$ cat config.mk
export PLATFORM = sky130hd
export DESIGN_NAME = mod_vga_timing_gen_flat
export DESIGN_NICKNAME = d
export VERILOG_FILES = /design/src/rtl/mod_vga_timing_gen_pkg.sv /design/src/rtl/mod_vga_timing_gen_if.sv /design/src/rtl/mod_vga_delay_line.sv /design/src/rtl/mod_vga_timing_gen.sv /design/src/flat_wrapper.sv
export SDC_FILE = /design/constraint.sdc
export NUM_CORES = 1
export LEC_CHECK = 0
export ABC_AREA = 1
export CAP_MARGIN = 5
export CORE_UTILIZATION = 45
export CTS_CLUSTER_DIAMETER = 40
export DETAILED_ROUTE_END_ITERATION = 16
export HOLD_SLACK_MARGIN = 0.05
export PLACE_DENSITY = 0.79
export SLEW_MARGIN = 30
export SYNTH_ARGS = -nofsm -noshare
export SYNTH_HDL_FRONTEND = slang
export SYNTH_SLANG_ARGS = --single-unit
$ cat constraint.sdc
create_clock -name in_clk_25_175_mhz -period 1.4 [get_ports in_clk_25_175_mhz]
set_input_delay 0.28 -clock in_clk_25_175_mhz [delete_from_list [all_inputs] [get_ports in_clk_25_175_mhz]]
set_output_delay 0.28 -clock in_clk_25_175_mhz [all_outputs]
set_load 0.01 [all_outputs]
$ cat src/rtl/mod_vga_timing_gen_pkg.sv
// Shared constants, types and helpers for the parametrised VGA timing generator.
package vga_timing_pkg;

   // 640x480@60 (25.175 MHz pixel clock), negative sync polarity
   localparam int VGA640_H_ACTIVE = 640;
   localparam int VGA640_H_FRONT  = 16;
   localparam int VGA640_H_SYNC   = 96;
   localparam int VGA640_H_BACK   = 48;
   localparam int VGA640_V_ACTIVE = 480;
   localparam int VGA640_V_FRONT  = 10;
   localparam int VGA640_V_SYNC   = 2;
   localparam int VGA640_V_BACK   = 33;
   localparam bit VGA640_H_POL    = 1'b0;
   localparam bit VGA640_V_POL    = 1'b0;

   // 800x600@60 (40 MHz pixel clock), positive sync polarity
   localparam int VGA800_H_ACTIVE = 800;
   localparam int VGA800_H_FRONT  = 40;
   localparam int VGA800_H_SYNC   = 128;
   localparam int VGA800_H_BACK   = 88;
   localparam int VGA800_V_ACTIVE = 600;
   localparam int VGA800_V_FRONT  = 1;
   localparam int VGA800_V_SYNC   = 4;
   localparam int VGA800_V_BACK   = 23;
   localparam bit VGA800_H_POL    = 1'b1;
   localparam bit VGA800_V_POL    = 1'b1;

   // Per-pixel control bits carried alongside the renderer pipeline; 1 = asserted
   typedef struct packed {
      logic act;
      logic hs;
      logic vs;
   } vga_ctl_t;

   // Full line length in pixels, or full frame length in lines
   function automatic int total_len(input int active, input int front,
                                    input int sync, input int back);
      return active + front + sync + back;
   endfunction

   function automatic int h_total(input int active, input int front,
                                  input int sync, input int back);
      return total_len(active, front, sync, back);
   endfunction

   function automatic int v_total(input int active, input int front,
                                  input int sync, input int back);
      return total_len(active, front, sync, back);
   endfunction

endpackage

$ cat src/rtl/mod_vga_timing_gen_if.sv
// Pixel-side bundle: renderer colour in, counters/strobes/VGA pins out.
interface mod_vga_timing_gen_if #(
   parameter int XW = 10,
   parameter int YW = 10
);
   logic          in_vga_r;
   logic          in_vga_g;
   logic          in_vga_b;
   logic [XW-1:0] out_vga_current_x;
   logic [YW-1:0] out_vga_current_y;
   logic          out_line_start;
   logic          out_frame_start;
   logic          out_vga_r;
   logic          out_vga_g;
   logic          out_vga_b;
   logic          out_vga_hsync;
   logic          out_vga_vsync;

   modport master (
      input  in_vga_r, in_vga_g, in_vga_b,
      output out_vga_current_x, out_vga_current_y,
      output out_line_start, out_frame_start,
      output out_vga_r, out_vga_g, out_vga_b,
      output out_vga_hsync, out_vga_vsync
   );

   modport slave (
      output in_vga_r, in_vga_g, in_vga_b,
      input  out_vga_current_x, out_vga_current_y,
      input  out_line_start, out_frame_start,
      input  out_vga_r, out_vga_g, out_vga_b,
      input  out_vga_hsync, out_vga_vsync
   );
endinterface

$ cat src/rtl/mod_vga_delay_line.sv
// Enable-gated shift register with synchronous clear; DEPTH=0 degenerates to a wire.
module mod_vga_delay_line #(
   parameter int WIDTH = 3,
   parameter int DEPTH = 2
) (
   input  logic             clk,
   input  logic             clr,
   input  logic             en,
   input  logic [WIDTH-1:0] din,
   output logic [WIDTH-1:0] dout
);

   generate
      if (DEPTH == 0) begin : g_wire
         logic unused_ctl;
         assign unused_ctl = clk ^ clr ^ en;
         assign dout = din;
      end else begin : g_shift
         logic [DEPTH-1:0][WIDTH-1:0] stage_q;
         logic [DEPTH-1:0][WIDTH-1:0] stage_d;

         // Shift one stage per enable, newest sample enters at stage 0
         always_comb begin
            stage_d = stage_q;
            if (en) begin
               stage_d[0] = din;
               for (int i = 1; i < DEPTH; i++) begin
                  stage_d[i] = stage_q[i-1];
               end
            end
         end

         // Stage registers, cleared to all-zero (inactive) on clear
         always_ff @(posedge clk) begin
            if (clr) begin
               stage_q <= '0;
            end else begin
               stage_q <= stage_d;
            end
         end

         assign dout = stage_q[DEPTH-1];
      end
   endgenerate

endmodule

$ cat src/rtl/mod_vga_timing_gen.sv
// Parametrised VGA timing generator: h/v counters, strobes, and a delayed,
// registered output stage aligned to a PIPE_DELAY-deep renderer.
module mod_vga_timing_gen
   import vga_timing_pkg::*;
#(
   parameter int H_ACTIVE   = VGA640_H_ACTIVE,
   parameter int H_FRONT    = VGA640_H_FRONT,
   parameter int H_SYNC     = VGA640_H_SYNC,
   parameter int H_BACK     = VGA640_H_BACK,
   parameter int V_ACTIVE   = VGA640_V_ACTIVE,
   parameter int V_FRONT    = VGA640_V_FRONT,
   parameter int V_SYNC     = VGA640_V_SYNC,
   parameter int V_BACK     = VGA640_V_BACK,
   parameter bit H_SYNC_POL = VGA640_H_POL,
   parameter bit V_SYNC_POL = VGA640_V_POL,
   parameter int PIPE_DELAY = 2,
   parameter int XW         = 10,
   parameter int YW         = 10
) (
   input  logic                  in_clk_25_175_mhz,
   input  logic                  in_reset,
   input  logic                  in_pix_en,
   mod_vga_timing_gen_if.master  vga
);

   localparam int H_TOTAL = h_total(H_ACTIVE, H_FRONT, H_SYNC, H_BACK);
   localparam int V_TOTAL = v_total(V_ACTIVE, V_FRONT, V_SYNC, V_BACK);

   // Sync windows can end exactly at 2^XW, so decode compares run one bit wider
   localparam logic [XW-1:0] H_LAST    = XW'(H_TOTAL - 1);
   localparam logic [YW-1:0] V_LAST    = YW'(V_TOTAL - 1);
   localparam logic [XW:0]   H_ACT_LIM = (XW+1)'(H_ACTIVE);
   localparam logic [XW:0]   HS_BEGIN  = (XW+1)'(H_ACTIVE + H_FRONT);
   localparam logic [XW:0]   HS_END    = (XW+1)'(H_ACTIVE + H_FRONT + H_SYNC);
   localparam logic [YW:0]   V_ACT_LIM = (YW+1)'(V_ACTIVE);
   localparam logic [YW:0]   VS_BEGIN  = (YW+1)'(V_ACTIVE + V_FRONT);
   localparam logic [YW:0]   VS_END    = (YW+1)'(V_ACTIVE + V_FRONT + V_SYNC);

   if ((H_TOTAL - 1) >= (1 << XW)) begin : g_err_xw
      $error("mod_vga_timing_gen: H_TOTAL-1 does not fit in XW bits");
   end
   if ((V_TOTAL - 1) >= (1 << YW)) begin : g_err_yw
      $error("mod_vga_timing_gen: V_TOTAL-1 does not fit in YW bits");
   end
   if ((H_SYNC == 0) || (V_SYNC == 0)) begin : g_err_sync
      $error("mod_vga_timing_gen: sync width must be non-zero");
   end
   if ((PIPE_DELAY < 0) || (PIPE_DELAY > 15)) begin : g_err_pipe
      $error("mod_vga_timing_gen: PIPE_DELAY must be 0..15");
   end

   logic [XW-1:0] h_q, h_d;
   logic [YW-1:0] v_q, v_d;
   logic [XW:0]   h_ext;
   logic [YW:0]   v_ext;
   vga_ctl_t      ctl0;
   vga_ctl_t      ctl_dly;
   logic [2:0]    rgb_q, rgb_d;
   logic          hsync_q, hsync_d;
   logic          vsync_q, vsync_d;

   // Raster position: h wraps each line, v advances on the h wrap
   always_comb begin
      h_d = h_q;
      v_d = v_q;
      if (in_pix_en) begin
         if (h_q == H_LAST) begin
            h_d = '0;
            v_d = (v_q == V_LAST) ? '0 : v_q + 1'b1;
         end else begin
            h_d = h_q + 1'b1;
         end
      end
   end

   // Counter registers
   always_ff @(posedge in_clk_25_175_mhz) begin
      if (in_reset) begin
         h_q <= '0;
         v_q <= '0;
      end else begin
         h_q <= h_d;
         v_q <= v_d;
      end
   end

   assign h_ext = {1'b0, h_q};
   assign v_ext = {1'b0, v_q};

   // Stage-0 decode of the current position; vsync is per line, so it follows v only
   always_comb begin
      ctl0     = '0;
      ctl0.act = (h_ext < H_ACT_LIM) && (v_ext < V_ACT_LIM);
      ctl0.hs  = (h_ext >= HS_BEGIN) && (h_ext < HS_END);
      ctl0.vs  = (v_ext >= VS_BEGIN) && (v_ext < VS_END);
   end

   mod_vga_delay_line #(
      .WIDTH (3),
      .DEPTH (PIPE_DELAY)
   ) u_delay (
      .clk  (in_clk_25_175_mhz),
      .clr  (in_reset),
      .en   (in_pix_en),
      .din  (ctl0),
      .dout (ctl_dly)
   );

   // Output stage: blank colour outside the active area and apply sync polarity
   always_comb begin
      rgb_d   = rgb_q;
      hsync_d = hsync_q;
      vsync_d = vsync_q;
      if (in_pix_en) begin
         rgb_d   = {3{ctl_dly.act}} & {vga.in_vga_r, vga.in_vga_g, vga.in_vga_b};
         hsync_d = ctl_dly.hs ? H_SYNC_POL : ~H_SYNC_POL;
         vsync_d = ctl_dly.vs ? V_SYNC_POL : ~V_SYNC_POL;
      end
   end

   // Output registers, idle at black with syncs deasserted
   always_ff @(posedge in_clk_25_175_mhz) begin
      if (in_reset) begin
         rgb_q   <= '0;
         hsync_q <= ~H_SYNC_POL;
         vsync_q <= ~V_SYNC_POL;
      end else begin
         rgb_q   <= rgb_d;
         hsync_q <= hsync_d;
         vsync_q <= vsync_d;
      end
   end

   assign vga.out_vga_current_x = h_q;
   assign vga.out_vga_current_y = v_q;
   assign vga.out_line_start    = in_pix_en && !in_reset && (h_q == '0);
   assign vga.out_frame_start   = in_pix_en && !in_reset && (h_q == '0) && (v_q == '0);
   assign vga.out_vga_r         = rgb_q[2];
   assign vga.out_vga_g         = rgb_q[1];
   assign vga.out_vga_b         = rgb_q[0];
   assign vga.out_vga_hsync     = hsync_q;
   assign vga.out_vga_vsync     = vsync_q;

endmodule
$ cat src/flat_wrapper.sv
// flat-port wrapper written by rule: the top's interface ports become plain ports
module mod_vga_timing_gen_flat import vga_timing_pkg::*;
#(
   parameter int H_ACTIVE   = VGA640_H_ACTIVE,
   parameter int H_FRONT    = VGA640_H_FRONT,
   parameter int H_SYNC     = VGA640_H_SYNC,
   parameter int H_BACK     = VGA640_H_BACK,
   parameter int V_ACTIVE   = VGA640_V_ACTIVE,
   parameter int V_FRONT    = VGA640_V_FRONT,
   parameter int V_SYNC     = VGA640_V_SYNC,
   parameter int V_BACK     = VGA640_V_BACK,
   parameter bit H_SYNC_POL = VGA640_H_POL,
   parameter bit V_SYNC_POL = VGA640_V_POL,
   parameter int PIPE_DELAY = 2,
   parameter int XW         = 10,
   parameter int YW         = 10
)
  (in_clk_25_175_mhz, in_reset, in_pix_en, vga_in_vga_r, vga_in_vga_g, vga_in_vga_b, vga_out_vga_current_x, vga_out_vga_current_y, vga_out_line_start, vga_out_frame_start, vga_out_vga_r, vga_out_vga_g, vga_out_vga_b, vga_out_vga_hsync, vga_out_vga_vsync);
  mod_vga_timing_gen_if #(.XW(XW), .YW(YW)) vga_i ();
  input  logic in_clk_25_175_mhz;
  input  logic in_reset;
  input  logic in_pix_en;
  input wire logic [$bits(vga_i.in_vga_r)-1:0] vga_in_vga_r;
  input wire logic [$bits(vga_i.in_vga_g)-1:0] vga_in_vga_g;
  input wire logic [$bits(vga_i.in_vga_b)-1:0] vga_in_vga_b;
  output wire logic [$bits(vga_i.out_vga_current_x)-1:0] vga_out_vga_current_x;
  output wire logic [$bits(vga_i.out_vga_current_y)-1:0] vga_out_vga_current_y;
  output wire logic [$bits(vga_i.out_line_start)-1:0] vga_out_line_start;
  output wire logic [$bits(vga_i.out_frame_start)-1:0] vga_out_frame_start;
  output wire logic [$bits(vga_i.out_vga_r)-1:0] vga_out_vga_r;
  output wire logic [$bits(vga_i.out_vga_g)-1:0] vga_out_vga_g;
  output wire logic [$bits(vga_i.out_vga_b)-1:0] vga_out_vga_b;
  output wire logic [$bits(vga_i.out_vga_hsync)-1:0] vga_out_vga_hsync;
  output wire logic [$bits(vga_i.out_vga_vsync)-1:0] vga_out_vga_vsync;
  assign vga_i.in_vga_r = vga_in_vga_r;
  assign vga_i.in_vga_g = vga_in_vga_g;
  assign vga_i.in_vga_b = vga_in_vga_b;
  assign vga_out_vga_current_x = vga_i.out_vga_current_x;
  assign vga_out_vga_current_y = vga_i.out_vga_current_y;
  assign vga_out_line_start = vga_i.out_line_start;
  assign vga_out_frame_start = vga_i.out_frame_start;
  assign vga_out_vga_r = vga_i.out_vga_r;
  assign vga_out_vga_g = vga_i.out_vga_g;
  assign vga_out_vga_b = vga_i.out_vga_b;
  assign vga_out_vga_hsync = vga_i.out_vga_hsync;
  assign vga_out_vga_vsync = vga_i.out_vga_vsync;
  mod_vga_timing_gen #(.H_ACTIVE(H_ACTIVE), .H_FRONT(H_FRONT), .H_SYNC(H_SYNC), .H_BACK(H_BACK), .V_ACTIVE(V_ACTIVE), .V_FRONT(V_FRONT), .V_SYNC(V_SYNC), .V_BACK(V_BACK), .H_SYNC_POL(H_SYNC_POL), .V_SYNC_POL(V_SYNC_POL), .PIPE_DELAY(PIPE_DELAY), .XW(XW), .YW(YW)) u_core (.in_clk_25_175_mhz(in_clk_25_175_mhz), .in_reset(in_reset), .in_pix_en(in_pix_en), .vga(vga_i));
endmodule
==> results.txt <==
----------------------------------------------------
[Pwr]
  Power share of the clock group ... 40.2%
  Proportion of power drawn by combinational gates ... 11.1%
  Power Total ... 1.872 mW
  Net load switching power ... 0.4522 mW
  Leakage power ... 1.166 nW
  Internal power component ... 1.420 mW
  Worst supply voltage drop on vdd ... 0.8436 mV
  Total power per unit cell area ... 736.4 nW/µm²
  Sequential Power Share ... 48.7%
  Switching share of power ... 24.15%

[Timing]
  Count of pins over their slew limit ... 0
  Total count of hold-check failures in the final report ... 0
  Max-Slew Margin vs Limit ... 78.85%
  Setup WS post-layout ... -527.2 ps
  Slew of the pin with the lowest slew margin ... 315.5 ps
  Setup_tns ... -3549 ps
  Maximum operating frequency ... 518.9 MHz
  Fraction of the cycle the final worst path needs ... 137.7%
  Worst hold slack across all endpoints ... 442.0 ps
  Setup Skew ... 15.53 ps
  RSZ-0062 raised after global routing ... yes
  Minimum clock period ... 1927 ps
  Setup violations, final ... 21

[Logic synthesis]
  Fraction of synthesized cell area in xor and xnor cells ... 1.646%
  Dominant synthesized flop cell ... dfxtp_1
  Net count after synthesis ... 249
  Yosys warnings ... 0
  Post-synthesis mux area share ... 0%
  Adder and majority gate portion of the synthesized area ... 3.135%
  Post-synthesis cell type with the largest combined area ... dfxtp_1
  Basic-gate share of the synthesized area counting and, or, nand and nor cells ... 35.97%
  Top post-synthesis cells by count ... nand2_1 (52), inv_1 (36), nor2_1 (35)
  Complex-gate fraction of the synthesized area ... 10.50%
  Number of standard cells after synthesis ... 239
  Biggest area contributors in the synthesized netlist ... dfxtp_1 (39%), nand2_1 (12%), inv_1 (8.5%)
  Post-synthesis register bit count ... 31
  Number of enable-type register cells in the synthesized netlist ... 0
  Number of unique standard cell types used by synthesis ... 23
  Share of the synthesized area in the top cell type ... 38.87%
  Register area share after synthesis ... 38.87%
  Syn Area/Cell ... 6.680 µm²
  Asr flop ratio synth ... 0%
  Area of the mapped netlist ... 1597 µm²
  Most frequently used cell type in the post-synthesis netlist ... nand2_1
  Combinational family with the most area after synthesis ... simple AND/OR/NAND/NOR gates

[Global route]
  Global-route wire length before repair ... 7.072 mm
  Initial antenna violation count ... 0
  Via count of the first global-routing pass ... 1,671
  Leftover overflow at the end of global routing ... 0
  Largest net degree at the start of global routing ... 16
  Combined global-route utilization of all metal layers ... 25.83%

[Status]
  Violated checks ... negative setup slack
  Result of the run ... complete, but fails checks

[Place]
  Half-perimeter wire length of the detailed placement result ... 3.141 mm
  Weighted congestion at the end of routability-driven global placement ... 0.8899
  Placement-stage cell area ... 2245 µm²
  Count of buffers inserted at the top-level ports ... 32

[Setup path]
  Critical-path maximum fanout ... 2
  Buf/Inv on CP ... 4
  Top Family by Delay on Critical Path ... buffers and inverters
  Kind of end point of the critical path ... output port
  Worst setup path class ... register to output port
  Dominant cell type by count on the critical path ... inv_2
  Required time of the critical path ... 1120 ps
  Cell-by-cell trace of the critical path ... inv_2, ha_4, inv_2, nor3_2, nand4_1, buf_4, nor2_1, buf_2
  CP Data Arrival Time ... 1650 ps
  Worst reg2reg setup slack ... -240 ps
  Delay of the slowest critical-path stage ... 360 ps
  Cell with the largest stage delay on the worst path ... dfxtp_2
  Sort of element at the start of the critical path ... register

[CTS]
  CTS Buf Count ... 5
  CTS hold repair buffers ... 0
  CTS max path bufs ... 2
  Worst-skew pair later-pin latency ... 350 ps
  Clock-pin transition on the worst setup and hold timing paths ... 110 ps
  Root Buffer ... clkbuf_4
  H-tree level count ... 2
  CTS sink count ... 31
  CTS tree ... built

[Floorplan]
  Initial cell density of the core ... 47.47%
  Number of I/O pins ... 33
  Core Box Area ... 3363 µm²
  Die H ... 61.57 µm
  Die width ... 61.57 µm
  Area of the die ... 3790 µm²
  Standard-cell row count ... 21

[Drt]
  Number of nets still failing antenna checks after routing ... 0
  Routed vias/inst ... 5.213
  Average wire length per cell after detail routing ... 14.03 µm
  Drt drc ... 0
  Detailed router's first-iteration violation count ... 118
  Total iterations of the first detailed-routing run ... 4
  Total detailed-routing wirelength ... 5.150 mm
  Total number of vias ... 1,913

[Job]
  # Max-Cap Violations ... 0

[Finish]
  Filler cell count ... 255
  Antenna cells ... 0
  Layout cell share with drive strength beyond 1 ... 33.64%
  Layout overhead on the synthesized area ... 59.25%
  Sequential cell area ... 629.4 µm²
  Number of nets in the finished design ... 330
  Footprint of the multi-input gates ... 972.2 µm²
  Final Instance Area ... 2542 µm²

[Worst hold path]
  Type of the tightest min-delay check ... register to register

----------------------------------------------------
-- worst paths after layout --
| path | start | to | depth (start not counted) |
|---|---|---|---|
| max | u_core.vga.out_vga_current_x[0]$_SDFFE_PP0P_ | vga_out_frame_start | 8 |
| min | u_core.u_delay.dout[1]$_SDFFE_PP0P_ | u_core.vga.out_vga_hsync$_SDFFE_PP1P_ | 1 |
| max reg2reg | u_core.vga.out_vga_current_x[0]$_SDFFE_PP0P_ | u_core.vga.out_vga_current_y[3]$_SDFFE_PP0P_ | 11 |
| min reg2reg | u_core.u_delay.dout[1]$_SDFFE_PP0P_ | u_core.vga.out_vga_hsync$_SDFFE_PP1P_ | 1 |
-- placed cells by master, fill, tap and decap left out, drive strengths merged, types with 3 or more instances in the layout --
cell and count:
xor2 3, dfxtp 31, nand3 18, nand2 55, nor2 38, nor3 6
inv 38, dlygate4sd2 11, a21oi 20, clkdlybuf4s15 11, buf 48, o21ai 11
nand4 8, ha 4, clkbuf 10, clkdlybuf4s50 4
-- registers in the layout (all words and copies together), names as in the netlist --
name and flops:
u_core.vga.out_vga_current_y 10, u_core.u_delay.g_shift.stage_q 3, u_core.u_delay.dout 3, u_core.vga.out_vga_hsync 1
u_core.vga.out_vga_vsync 1, u_core.vga.out_vga_current_x 10, u_core.rgb_q 3
-- layout make-up --
cell class,instances,share of cell area [%]
multi-input combinational,166,38.24
clock buffer,6,2.018
timing repair buffer,78,25.44
tap,46,2.264
sequential,31,24.75
clock inverter,2,1.378
inverter,38,5.906
-- power by group through the flow --
stage	clock network (mW)	logic [mW]	registers [mW]
after floorplan	0	0.0636	0.934
final	0.752	0.208	0.912
after global routing	0.792	0.225	0.915
after CTS	0.758	0.169	0.909
after global placement	0	0.150	0.927
after detailed placement	0	0.152	0.928
-- timing repair --
action                                  4_1_cts  5_1_grt
pin swaps                                     7       16
setup buffers                                 4        4
endpoints found under the hold margin         0        0
gates resized for setup                      57       53
endpoints found under the setup margin       39       33
-- cells by family (layout without fill, tap and decap cells) --
| logic type | count (synthesis) | after routing |
|---|---|---|
| DFF | 31 | 31 |
| AOI/OAI and AO/OA | 33 | 33 |
| and+or+nand+nor | 126 | 126 |
| xor gates and xnor gates | 3 | 3 |
| buffers and inverters | 42 | 124 |
| adders and majority gates | 4 | 4 |
-- per-layer routing --
layer  wire [µm]  GRT usage (%)
met1        1991          28.48
met2        2648          46.24
met3         331          6.513
met4         178          12.06
met5           0              0
-- metrics by stage --
stage,setup slack (ps),utilization [%],std cells
2_1_floorplan,56.25,-,239
3_3_place_gp,-820.1,66.74,351
3_5_place_dp,-868.5,66.74,351
4_1_cts,-427.5,71.28,363
5_1_grt,-680.9,75.60,367
6_report,-527.2,75.60,367
Power figures use the tool's default switching activity.
